`src/rtl/instr_fetch_unit.sv`:
```
// ----------------------------------------------------------------------------
// Module: instr_fetch_unit
//
// Purpose
//   Fetches instruction bytes from a synchronous program memory and presents
//   complete instructions (opcode byte plus an optional immediate byte) to the
//   control unit. The first-level length decode is done here: an opcode with
//   bit 7 set (LOAD/MOVI/JMP, STORE) carries one immediate byte, all other
//   opcodes are a single byte. One assembled instruction is buffered and held
//   under valid/ready backpressure. PC redirects (taken JMP) from execute
//   abandon any fetch in progress and restart fetching at the new target.
//
// Parameters
//   ADDR_W    program-memory address / PC width; PC wraps modulo 2**ADDR_W
//   RESET_PC  PC value loaded on reset
//
// Ports
//   clk              in   1       system clock, rising edge
//   rst_n            in   1       asynchronous active-low reset
//   imem_addr        out  ADDR_W  program-memory byte address
//   imem_rd_en       out  1       read strobe; data arrives on imem_rdata next cycle
//   imem_rdata       in   8       read data, valid one cycle after imem_rd_en
//   instr_valid      out  1       instr/imm/instr_pc hold a complete instruction
//   instr_ready      in   1       decoder accepts the instruction this cycle
//   instr            out  8       opcode byte
//   imm              out  8       immediate byte; 8'h00 for one-byte instructions
//   instr_pc         out  ADDR_W  address of the opcode byte
//   redirect_valid   in   1       load PC from redirect_target
//   redirect_target  in   ADDR_W  new PC
// ----------------------------------------------------------------------------
module instr_fetch_unit #(
    parameter int                ADDR_W   = 8,
    parameter logic [ADDR_W-1:0] RESET_PC = '0
) (
    input  logic              clk,
    input  logic              rst_n,
    output logic [ADDR_W-1:0] imem_addr,
    output logic              imem_rd_en,
    input  logic [7:0]        imem_rdata,
    output logic              instr_valid,
    input  logic              instr_ready,
    output logic [7:0]        instr,
    output logic [7:0]        imm,
    output logic [ADDR_W-1:0] instr_pc,
    input  logic              redirect_valid,
    input  logic [ADDR_W-1:0] redirect_target
);

    typedef enum logic [2:0] {
        S_RST,
        S_F_OP,
        S_W_OP,
        S_W_IMM,
        S_HOLD
    } state_t;

    localparam logic [ADDR_W-1:0] PC_STEP_ONE = ADDR_W'(1);
    localparam logic [ADDR_W-1:0] PC_STEP_TWO = ADDR_W'(2);

    state_t            state;
    state_t            state_next;
    logic [ADDR_W-1:0] pc;
    logic [ADDR_W-1:0] pc_next;
    logic              opcode_two_byte;
    logic              held_two_byte;

    // Length decode: the top opcode bit alone selects the two-byte classes.
    assign opcode_two_byte = imem_rdata[7];
    assign held_two_byte   = instr[7];

    // State and PC registers.
    always_ff @(posedge clk or negedge rst_n) begin
        if (!rst_n) begin
            state <= S_RST;
            pc    <= RESET_PC;
        end else begin
            state <= state_next;
            pc    <= pc_next;
        end
    end

    // Next-state, next-PC and memory interface decode. The memory address
    // follows pc except while requesting the immediate byte, where the
    // natural ADDR_W-bit overflow provides the wrap to address 0.
    // A redirect overrides everything, including an acceptance in HOLD,
    // so the jump target beats the sequential increment.
    always_comb begin
        state_next = state;
        pc_next    = pc;
        imem_rd_en = 1'b0;
        imem_addr  = pc;

        case (state)
            S_RST: begin
                state_next = S_F_OP;
            end
            S_F_OP: begin
                imem_rd_en = 1'b1;
                state_next = S_W_OP;
            end
            S_W_OP: begin
                if (opcode_two_byte) begin
                    imem_rd_en = 1'b1;
                    imem_addr  = pc + PC_STEP_ONE;
                    state_next = S_W_IMM;
                end else begin
                    state_next = S_HOLD;
                end
            end
            S_W_IMM: begin
                state_next = S_HOLD;
            end
            S_HOLD: begin
                if (instr_ready) begin
                    pc_next    = held_two_byte ? (pc + PC_STEP_TWO) : (pc + PC_STEP_ONE);
                    state_next = S_F_OP;
                end
            end
            default: begin
                state_next = S_RST;
            end
        endcase

        if (redirect_valid) begin
            pc_next    = redirect_target;
            state_next = S_F_OP;
        end
    end

    // Instruction assembly. Read data returning during a redirect belongs to
    // the abandoned stream and is dropped. One-byte instructions clear imm so
    // a stale immediate from an earlier instruction is never presented.
    always_ff @(posedge clk or negedge rst_n) begin
        if (!rst_n) begin
            instr    <= 8'h00;
            imm      <= 8'h00;
            instr_pc <= RESET_PC;
        end else if (!redirect_valid) begin
            if (state == S_W_OP) begin
                instr    <= imem_rdata;
                instr_pc <= pc;
                if (!opcode_two_byte) begin
                    imm <= 8'h00;
                end
            end else if (state == S_W_IMM) begin
                imm <= imem_rdata;
            end
        end
    end

    // Valid is registered from the decoded next state so it is glitch-free
    // and high exactly while the FSM sits in HOLD.
    always_ff @(posedge clk or negedge rst_n) begin
        if (!rst_n) begin
            instr_valid <= 1'b0;
        end else begin
            instr_valid <= (state_next == S_HOLD);
        end
    end

endmodule

```
`config.mk`:
```
export PLATFORM = sky130hd
export DESIGN_NAME = instr_fetch_unit
export DESIGN_NICKNAME = d
export VERILOG_FILES = /design/src/rtl/instr_fetch_unit.sv
export SDC_FILE = /design/constraint.sdc
export NUM_CORES = 1
export LEC_CHECK = 0
export BUFFER_PORTS_ARGS = -buffer_cell sky130_fd_sc_hd__buf_2
export CELL_PAD_IN_SITES_DETAIL_PLACEMENT = 0
export CELL_PAD_IN_SITES_GLOBAL_PLACEMENT = 1
export CORE_ASPECT_RATIO = 0.8
export CORE_MARGIN = 10
export CORE_UTILIZATION = 35
export DETAILED_ROUTE_END_ITERATION = 6
export GPL_ROUTABILITY_DRIVEN = 0
export PLACE_DENSITY = 0.84
export RECOVER_POWER = 25
export SYNTH_ARGS = -nofsm -noshare
export SYNTH_HDL_FRONTEND = slang
export SYNTH_SLANG_ARGS = --single-unit
```
`constraint.sdc`:
```
create_clock -name clk -period 1.7 [get_ports clk]
set_clock_uncertainty 0.1 [all_clocks]
set_input_delay 0.34 -clock clk [delete_from_list [all_inputs] [get_ports clk]]
set_output_delay 0.34 -clock clk [all_outputs]
set_load 0.05 [all_outputs]
```
Word level (Yosys, flattened, before mapping). Cells that the tools add are included.

Bitwise operators: 1. Equal/unequal tests: 6. $add $sub $neg: 2. Reduce and logical (&&, ||, !) cells: 7. Muxes and demuxes: 15.

Operators by type and width (number): $mux 8 (9); $pmux 3 s5 (1); $mux 3 (3); $add 8x1->8 const B (1); $add 8x2->8 const B (1); $eq 3x2->1 const B (2); $eq 3x3->1 const B (2); $reduce_bool 2->1 (3); $reduce_and 2->1 (2); $eq 3x1->1 const B (1); $logic_not 3->1 (1); $reduce_and 3->1 (1); $ne 2x2->1 const B (1); $pmux 1 s2 (1); $mux 1 (1); $not 1->1 (1).

Logic and storage cells: 37. Output and inout port bits: 34. Input bits: 20. Bits in registers: 36.

Longest topological paths before layout.
Depth in word-level cells: 5. Mapped depth: 6. Gate-level depth less buffers: 5.

Worst setup path before layout. Ideal clock, no wire load.

Path type: register -> output. Start: register state[0]. End: output port imem_addr[7]. Stages on the path, launching flop included: 7. Arrival time: 1968 ps. Data required time: 1260 ps. Path buffers: 2. Setup slack: -708 ps. Cell sequence: dfrtp_1 -> buf_6 -> and4bb_2 -> buf_2 -> nand2_1 -> nor3_1 -> xor2_1.

Word-level cells in the longest chain between the ends: 2.

Ends and longest elaborated chain: start: declaration (RTL line 60) `state_t state;`; start signal: assignment (RTL line 77) `state <= state_next;`; $eq 3x2->1 (RTL line 93) `case (state)`; $mux 8 (RTL line 93); end: declaration (RTL line 37) `output logic [ADDR_W-1:0] imem_addr,`.

No other way between the ends.

Worst setup path after layout.
Start: register state[0]. End: output port imem_addr[6].

Same word-level chain as after synthesis.

==> out/qor_table.md <==
| Stage | Metric | This run |
| --- | --- | --- |
| clocking | Number of buffers created by CTS | 5 |
| drt | First-pass detailed-route iteration total | 4 |
| min path | Worst-case hold path end point | pc[7] |
| setup path | CP Capture Type | output port |
| min path | Kind of path behind the tightest hold check | input pin to flip-flop |
| clocking | Clk Latency, worst-skew pair | 280 ps |
| finish | Highest-count cells in the layout ignoring fill and taps | sky130_fd_sc_hd__buf_2 (43), sky130_fd_sc_hd__dfrtp_1 (35), sky130_fd_sc_hd__buf_4 (27) |
| finish | Fin nets | 264 |
| setup path | Largest fanout on the critical path | 3 |
| die | Ports | 54 |
| logic synthesis | Area fraction in and, or, nand and nor cells after synthesis | 15.1% |
| drt | Final routed DRC violation total | 0 |
| timing | Final min period | 2160 ps |
| clocking | Total number of clock tree sinks | 36 |
| finish | Post-synthesis to final-layout area growth | 60.3% |
| die | Total core area | 4980 um^2 |
| clocking | Root buffer cell | sky130_fd_sc_hd__clkbuf_8 |
| drt | Drt wl/cell | 16.6 um |
| min path | Hold Path Origin | redirect_target[7] |
| setup path | Startpoint of the worst register-to-register path | state[0] |
| logic synthesis | Fraction of post-synthesis cell area in the top cell type by area | 50.6% |
| finish | Fraction of final layout cells with drive strength greater than 1 | 61.7% |
| placed design | Number of cells in the design after placement | 285 |
| drt | Count of nets left with antenna violations after detail routing | 0 |
| logic synthesis | Most used flip-flop cell after synthesis | sky130_fd_sc_hd__dfrtp_1 |
| power and ir drop | Ratio of total power to cell area | 1360 nW/um^2 |
| logic synthesis | Flops & latches, synth | 36 |
| timing | Final-report setup violation count | 36 |
| setup path | Reg2Reg Capture Point | pc[6] |
| outcome | Run status | finished, violations left |
| setup path | Standard cell with the maximum stage delay on the critical path | sky130_fd_sc_hd__dfrtp_1 |
| setup path | Cell Chain, Critical Path | and4bb_4 -> nand4_1 -> nor2_4 -> xor2_4 -> buf_8 |
| timing | Final critical-path setup slack | -464 ps |
| timing | Max-slew violation count | 0 |
| global routing | Antenna violations before repair | 0 |
| global routing | Overall Global Routing Usage | 11.9% |
| logic synthesis | Leading post-synthesis cells by cell area | sky130_fd_sc_hd__dfrtp_1 (51%), sky130_fd_sc_hd__mux2_4 (8.4%), sky130_fd_sc_hd__xnor2_1 (4.4%) |
| job | Max-cap violation count | 0 |
| timing | Max frequency | 0.462 GHz |
| timing | Slew at the pin closest to its max-slew limit | 566 ps |
| logic synthesis | Cell type with the largest total area after synthesis | sky130_fd_sc_hd__dfrtp_1 |
| die | Total die area | 8360 um^2 |
| clocking | TritonCTS clock tree | yes |
| logic synthesis | Share of the synthesized area in compound gates (AO/OA/AOI/OAI) | 9.34% |
| timing | Worst max-slew margin expressed relative to the limit | 62.1% |
| timing | Final Cycle Share | 127% |
| die | Standard-cell row count | 23 |
| logic synthesis | Synth Area in Adders | 1.40% |
| drt | First-iteration detailed-routing DRC count | 22 |
| drt | Post-Route WL | 5.06 mm |
| finish | Most common cell after layout, fill and taps aside | sky130_fd_sc_hd__buf_2 |
| logic synthesis | Ys async rst share | 100% |
| logic synthesis | Total nets after synthesis | 175 |
| timing | Unrepaired setup endpoints after global routing | true |
| clocking | Clock slew at reported path FFs | 80 ps |
| drt | Routed vias/inst | 4.87 |
| finish | Post-Layout Cell Count | 305 |
| clocking | Largest buffer count on any clock path | 2 |
| placed design | DP HPWL | 3.59 mm |
| logic synthesis | Post-synthesis cell count | 153 |
| global routing | Total congestion overflow after global routing | 0 |
| setup path | Critical path class | flip-flop to output port |
| global routing | Global-route wire length before repair | 8.11 mm |
| logic synthesis | Count of cell types in the netlist | 38 |
| logic synthesis | Synthesized area divided by synthesized cell count | 11.6 um^2 |
| timing | Final hold violations | 0 |
| setup path | Reg2reg setup slack | -250 ps |
| drt | Total number of vias | 1,484 |
| logic synthesis | Sequential element share of the synthesized area | 50.6% |
| clocking | # H-tree levels | 2 |
| outcome | Violations in the final reports | setup timing |
| global routing | Number of global-route vias before repair | 1,568 |
| setup path | Worst path max stage delay | 390 ps |
| power and ir drop | Worst VDD drop | 0.000732 V |
| setup path | Data arrival at the endpoint of the critical path | 1720 ps |
| logic synthesis | Combined area of all synthesized cells | 1780 um^2 |
| die | Die span in x | 99.8 um |
| logic synthesis | Largest family of logic cells by synthesized area | simple AND/OR/NAND/NOR gates |
| placed design | Number of buffers inserted by port buffering | 53 |
| logic synthesis | Warnings, synthesis | 0 |
| logic synthesis | Proportion of synthesized area in mux cells | 12.8% |
| power and ir drop | Static Leakage | 1.38 nW |
| setup path | Reg2reg path depth | 9 |
| global routing | Maximum number of pins on one net before global-route repair | 21 |
| power and ir drop | Final Total Pwr | 3.88 mW |
| finish | Number of inserted diodes | 0 |
| logic synthesis | EDFF count, synth | 0 |
| die | Die height | 83.8 um |
| setup path | Data required time of the worst path | 1260 ps |
| setup path | Nature of the critical path startpoint | flip-flop |
| min path | Number of stages on the worst hold path | 3 |
| logic synthesis | Xor/xnor share of the synthesized area | 6.39% |
| die | Starting density of the core | 35.8% |
[cell type report]
type | instances | area [um^2]
timing repair buffer | 91 | 689
clock buffer | 6 | 72.6
sequential | 36 | 902
clock inverter | 2 | 35.0
tap | 62 | 77.6
fill | 420 | 2120
multi-input combinational | 104 | 1060
inverter | 4 | 15.0
[critical path: cells and delay by family (launching register included)]
kind	cells	cell delay (ps)
XOR/XNOR	1	170
buffers and inverters	1	160
flip-flops	1	390
AND/OR/NAND/NOR	3	720
[registers in the layout, indices dropped and copies added, names as in the netlist]
signal and flops:
imm 8, instr 8, instr_pc 8, instr_valid 1, pc 8, state 3
[how the worst max path moves through the flow]
stage | start | end | slack (ps) | cells past startpoint
finish | state[0] | imem_addr[6] | -460 | 5
global route | state[0] | imem_addr[6] | -530 | 5
CTS | state[0] | imem_addr[6] | -430 | 5
detailed placement | imem_rdata[7] | imem_addr[7] | -290 | 6
global placement | imem_rdata[7] | imem_addr[7] | -280 | 6
floorplan | state[0] | imem_addr[6] | -400 | 6
[where the power goes]
part | total, mW | internal, mW | switching [mW]
registers | 1.26 | 1.10 | 0.161
clock network | 0.736 | 0.435 | 0.300
logic | 1.89 | 0.632 | 1.26
total | 3.88 | 2.16 | 1.72
[what timing repair did]
| item | in CTS | in global routing |
|---|---|---|
| hold endpoints to repair | 17 | 0 |
| setup buffers | 9 | 4 |
| hold buffers | 1 | 0 |
| endpoints found under the setup margin | 25 | 40 |
| gates cloned | 1 | 0 |
| gates resized for setup | 45 | 24 |
| pin swaps | 13 | 24 |
[cell families after synthesis]
group	after synthesis
compound gates	26
buf+inv	13
xor+xnor	13
flops	36
simple gates	46
mux	17
fa+ha+maj	2
[stage by stage]
step | area (um^2) | TNS (ps) | setup slack (ps) | util [%] | hold slack, ps
detailed placement | 2390 | -1990 | -287 | 48.0 | 206
CTS | 2750 | -5410 | -435 | 55.2 | 157
floorplan | 1900 | -2000 | -401 | - | -55.6
finish | 2860 | -6930 | -464 | 57.4 | 165
global route | 2860 | -8990 | -528 | 57.4 | 175
global placement | 2390 | -1740 | -284 | 48.0 | 205
[cell usage after synthesis, types with 2 or more instances]
cell                       number
sky130_fd_sc_hd__mux2_4        10
sky130_fd_sc_hd__nand2_1       15
sky130_fd_sc_hd__mux2_2         6
sky130_fd_sc_hd__nor3b_1        3
sky130_fd_sc_hd__nor3_1         4
sky130_fd_sc_hd__inv_1          3
sky130_fd_sc_hd__dfrtp_1       36
sky130_fd_sc_hd__nand3_1        3
sky130_fd_sc_hd__o21ai_1        5
sky130_fd_sc_hd__buf_2          2
sky130_fd_sc_hd__xnor2_1        9
sky130_fd_sc_hd__o21ai_0        6
sky130_fd_sc_hd__xor2_1         4
sky130_fd_sc_hd__a22o_1         7
sky130_fd_sc_hd__nor4_1         2
sky130_fd_sc_hd__a21oi_1        4
sky130_fd_sc_hd__ha_1           2
sky130_fd_sc_hd__clkbuf_1       4
sky130_fd_sc_hd__nor2_1         9
[metal layers]
metal  global-route usage, %  part of all wire [%]
met5                       0                     0
met4                    2.86                  0.63
met3                    4.30                   6.7
met2                    18.0                    47
met1                    15.7                    45
(Power assumes the default switching activity.)
